--- config.mk ---
export PLATFORM = sky130hd
export DESIGN_NAME = reg_serializer
export DESIGN_NICKNAME = d
export VERILOG_FILES = /design/src/rtl/reg_serializer.sv
export SDC_FILE = /design/constraint.sdc
export NUM_CORES = 1
export LEC_CHECK = 0
export ABC_AREA = 1
export ABC_CLOCK_PERIOD_IN_PS = 1420
export CAP_MARGIN = 20
export CORE_UTILIZATION = 48
export DETAILED_ROUTE_END_ITERATION = 7
export HOLD_SLACK_MARGIN = 0.12
export MAX_ROUTING_LAYER = met4
export PLACE_DENSITY = 0.7
export SYNTH_ARGS = -nofsm -noshare
export SYNTH_HDL_FRONTEND = slang
export SYNTH_SLANG_ARGS = --single-unit
--- constraint.sdc ---
create_clock -name clk -period 1.42 [get_ports clk]
set_input_delay 0.284 -clock clk [delete_from_list [all_inputs] [get_ports clk]]
set_output_delay 0.284 -clock clk [all_outputs]
set_load 0.05 [all_outputs]
--- src/rtl/reg_serializer.sv ---
// Parallel-to-serial shifter with a one-word skid buffer so a producer can
// queue the next word while the current one drains, giving gap-free output.
//
//   state | meaning
//   ------+---------------------------------------------------------------
//   IDLE  | nothing shifting; outputs quiet, waiting for a word
//   SHIFT | shift register presenting bit cnt_q; hold buffer may be queued
module reg_serializer #(
  parameter int WIDTH     = 8,
  parameter bit MSB_FIRST = 1'b1
) (
  input  logic             clk,
  input  logic             rst,
  input  logic             load_valid,
  output logic             load_ready,
  input  logic [WIDTH-1:0] load_data,
  output logic             ser_valid,
  input  logic             ser_ready,
  output logic             ser_bit,
  output logic             ser_first,
  output logic             ser_last,
  output logic             busy
);

  localparam int CNT_W = $clog2(WIDTH);
  localparam logic [CNT_W-1:0] CNT_LAST = CNT_W'(WIDTH - 1);

  typedef enum logic {
    IDLE  = 1'b0,
    SHIFT = 1'b1
  } state_t;

  state_t           state_q, state_d;
  logic [CNT_W-1:0] cnt_q, cnt_d;
  logic [WIDTH-1:0] shift_q, shift_d;
  logic [WIDTH-1:0] hold_q, hold_d;
  logic             hold_full_q, hold_full_d;

  logic             accept;
  logic             xfer;
  logic             last_xfer;
  logic [WIDTH-1:0] shifted;

  // load_ready is gated by rst so it is low during reset independent of flops
  assign load_ready = rst && !hold_full_q;
  assign ser_valid  = (state_q == SHIFT);
  assign ser_bit    = ser_valid && (MSB_FIRST ? shift_q[WIDTH-1] : shift_q[0]);
  assign ser_first  = ser_valid && (cnt_q == '0);
  assign ser_last   = ser_valid && (cnt_q == CNT_LAST);
  assign busy       = ser_valid || hold_full_q;

  assign accept    = load_valid && load_ready;
  assign xfer      = ser_valid && ser_ready;
  assign last_xfer = xfer && (cnt_q == CNT_LAST);

  always_comb begin
    shifted = '0;
    if (MSB_FIRST) begin
      shifted = {shift_q[WIDTH-2:0], 1'b0};
    end else begin
      shifted = {1'b0, shift_q[WIDTH-1:1]};
    end
  end

  always_comb begin
    state_d     = state_q;
    cnt_d       = cnt_q;
    shift_d     = shift_q;
    hold_d      = hold_q;
    hold_full_d = hold_full_q;

    unique case (state_q)
      IDLE: begin
        if (accept) begin
          shift_d = load_data;
          cnt_d   = '0;
          state_d = SHIFT;
        end
      end

      SHIFT: begin
        if (last_xfer) begin
          cnt_d = '0;
          // Hold buffer has priority; load_ready is low whenever it is full
          if (hold_full_q) begin
            shift_d     = hold_q;
            hold_full_d = 1'b0;
          end else if (accept) begin
            shift_d = load_data;
          end else begin
            shift_d = shifted;
            state_d = IDLE;
          end
        end else begin
          if (xfer) begin
            shift_d = shifted;
            cnt_d   = cnt_q + CNT_W'(1);
          end
          if (accept) begin
            hold_d      = load_data;
            hold_full_d = 1'b1;
          end
        end
      end

      default: state_d = IDLE;
    endcase
  end

  always_ff @(posedge clk or negedge rst) begin
    if (!rst) begin
      state_q     <= IDLE;
      cnt_q       <= '0;
      shift_q     <= '0;
      hold_q      <= '0;
      hold_full_q <= 1'b0;
    end else begin
      state_q     <= state_d;
      cnt_q       <= cnt_d;
      shift_q     <= shift_d;
      hold_q      <= hold_d;
      hold_full_q <= hold_full_d;
    end
  end

endmodule

==> results_dict.tcl <==
set metrics [dict create \
    status "finished, violations left" \
    violations "setup timing" \
    timing_hold_violations_final 0 \
    area_growth_pct 60.2 \
    path_buf_inv 3 \
    start_kind "flip-flop" \
    period_share_pct 120 \
    setup_slack_ns -0.279 \
    worstPathArrival_ns 1.91 \
    cts_made_buffers 3 \
    slowest_stage "dfrtp_1" \
    syn_nets 196 \
    grt_usage_pct 29.8 \
    drcViolationCount 0 \
    seqCellArea_um2 528 \
    vias_per_cell 5.62 \
    htreeDepth 1 \
    cts_hold_buf 0 \
    rsz0062_at_grt "yes" \
    tritoncts "done" \
    yosysUniqueCellTypes 21 \
    drt_iter0_drc 38 \
    cellLeakagePower_nw 0.955 \
    reg2reg_from "cnt_q[0]$_DFFE_PN0P_" \
    crit_type "flip-flop to flip-flop" \
    fmax_ghz 0.588 \
    synth_top_cell_by_area "dfrtp_1" \
    postLayoutCoreUtil_pct 83.5 \
    grt_start_max_net_pins 23 \
    die-height_um 54.3 \
    vias 1473 \
    fin_hold_ws_ns 0.177 \
    grt_pass1_wl_um 5930 \
    max_slew_margin_pct 83.4 \
    yosys_register_bits 21 \
    nFillCells 147 \
    synth_warnings 0 \
    gr-total-overflow 0 \
    clkLatencyLatePin_ns 0.31 \
    rows 18 \
    synthesis.area_um2 1320 \
    final_max_slew_viol_count 0 \
    cp_cell_sequence "ha_2 > ha_4 > buf_6 > nand3_4 > buf_4 > buf_6 > nand3_1 > nand2_1 > nor2_1 > a21oi_2" \
    synthCells 181 \
    gp_congestion 0.953 \
    core_um2 2520 \
    antennaDiodeCount 0 \
    finalCriticalPeriod_ns 1.70 \
    startpoint "cnt_q[0]$_DFFE_PN0P_" \
    multi_input_area_um2 900 \
    initial_core_util_pct 52.1 \
    yosysSeqAreaShare_pct 40.0 \
    maxCapViolations 0 \
    cp_common_cell "buf_6" \
    portBuffers 17 \
    drive_gt1_share_pct 48.3 \
    final-setup-viol-count 24 \
    end_kind "flip-flop" \
    synth_area_leaders "dfrtp_1 40%, nand2_1 15%, nor2_1 9.1%" \
    clk_pin_slew_worst_paths_ns 0.13 \
    critPathMaxFanout 5 \
    reg2reg_depth 10 \
    pre_cts_ws_ns -0.345 \
    skew_ns 0.00227 \
    antenna_found_initial 0 \
    numClockSinks 21 \
    critical_path_depth 10 \
    pwr_density_cell_nw_per_um2 1540 \
    die_w_um 54.3 \
    detail_route.wl_per_cell_um 16.2 \
    crit_path_max_incr_delay_ns 0.40 \
    synth_top_area_share_pct 40.0 \
    critPathTopFamily "flip-flops" \
    cts-root-buf "clkbuf_4" \
    setup_tns_ns -4.83 \
    place_hpwl_um 2530 \
    first_pass_iters 4 \
    max_slew.worst_pin.slew_ns 0.247 \
    io_pins 18 \
    drt-total-wl_um 4240 \
    ir_drop_mv 1.28 \
    min_path_type "input port to asynchronous set/reset pin" \
    nets 248 \
    cts_max_path_buffers 2 \
    avgSynthCellArea_um2 7.27 \
    grt_pass1_vias 1335 \
    drtAntennaViolNets 0 \
    die_area_um2 2950 \
    cp.required_ns 1.63 \
]
[cells in the mapped netlist]
cell type  count
nand2_1       52
nand3_2        1
a211o_1        1
nand4_1        7
dfrtp_1       21
nor2_2         1
inv_2          5
a21oi_2        7
inv_1          6
a21oi_1        2
nand2_2        2
nand3_1       23
ha_1           3
buf_6          4
nor2_1        32
o21ai_0        3
clkbuf_1       1
buf_2          5
nand3_4        1
or2_1          1
o21ai_1        3
[power by group]
part | total (mW) | internal (mW) | switching, mW
combinational | 1.86 | 0.854 | 1.01
clock | 0.309 | 0.105 | 0.204
sequential | 1.06 | 0.851 | 0.212
[cell type report]
class	count	share of cell area [%]
sequential	21	25.1
timing repair buffer	56	26.4
tap	30	1.78
multi-input combinational	140	42.7
clock inverter	1	0.238
inverter	11	2.79
clock buffer	3	1.07
[placed cells by master, fill, tap and decap left out, drive strengths merged]
master | Yosys | final
nand2 | 54 | 55
buf | 9 | 45
nor2 | 33 | 33
nand3 | 25 | 25
dfrtp | 21 | 21
clkdlybuf4s50 | 0 | 10
a21oi | 9 | 9
inv | 11 | 9
nand4 | 7 | 7
o21ai | 6 | 6
clkbuf | 1 | 3
ha | 3 | 3
clkinvlp | 0 | 2
a211o | 1 | 1
or2 | 1 | 1
clkinv | 0 | 1
dlygate4sd2 | 0 | 1
[per-layer routing]
metal  track usage [%]  share of wire, %  vias to the layer above
met4              14.5               2.8                        0
li1                  -                 -                      691
met1              33.7                40                      696
met3              4.72               7.7                       15
met2              50.8                50                       71
met5                 -                 0                        -
[sequential cells by signal, indices dropped and copies added (netlist names)]
register     count
hold_q           8
shift_q          8
cnt_q            3
hold_full_q      1
ser_valid        1
[worst paths after layout]
path | endpoint | slack [ns]
max | shift_q[3]$_DFFE_PN0P_ | -0.28
min | cnt_q[0]$_DFFE_PN0P_ | 0.18
max reg2reg | shift_q[3]$_DFFE_PN0P_ | -0.28
min reg2reg | hold_q[2]$_DFFE_PN0P_ | 0.50
max in group asynchronous | ser_valid$_DFF_PN0_ | 0.84
min in group clk | hold_q[2]$_DFFE_PN0P_ | 0.50
[metrics by stage]
stage	power, mW	area, um^2	instances
after global routing	3.43	2110	262
final	3.24	2110	262
after detailed placement	2.41	1690	241
after CTS	2.88	1900	254
after floorplan	1.93	1330	181
after global placement	2.36	1690	241
[timing repair]
action | CTS | global route
buffers inserted | 7 | 11
pin swaps | 9 | 20
hold endpoints to repair | 0 | 0
gates resized for setup | 31 | 42
cloned | 2 | 0
setup endpoints to repair | 23 | 27
[cells by family (layout without fill, tap and decap cells)]
logic type / count (synthesis) / count (layout) / synth area share [%]
AO/OA/AOI/OAI: 16 / 16 / 8.37
buffers and inverters: 21 / 71 / 8.75
adder cells (fa/ha/maj): 3 / 3 / 2.85
flip-flops: 21 / 21 / 40.0
AND/OR/NAND/NOR: 120 / 121 / 40.1
Power figures use the tool's default switching activity.
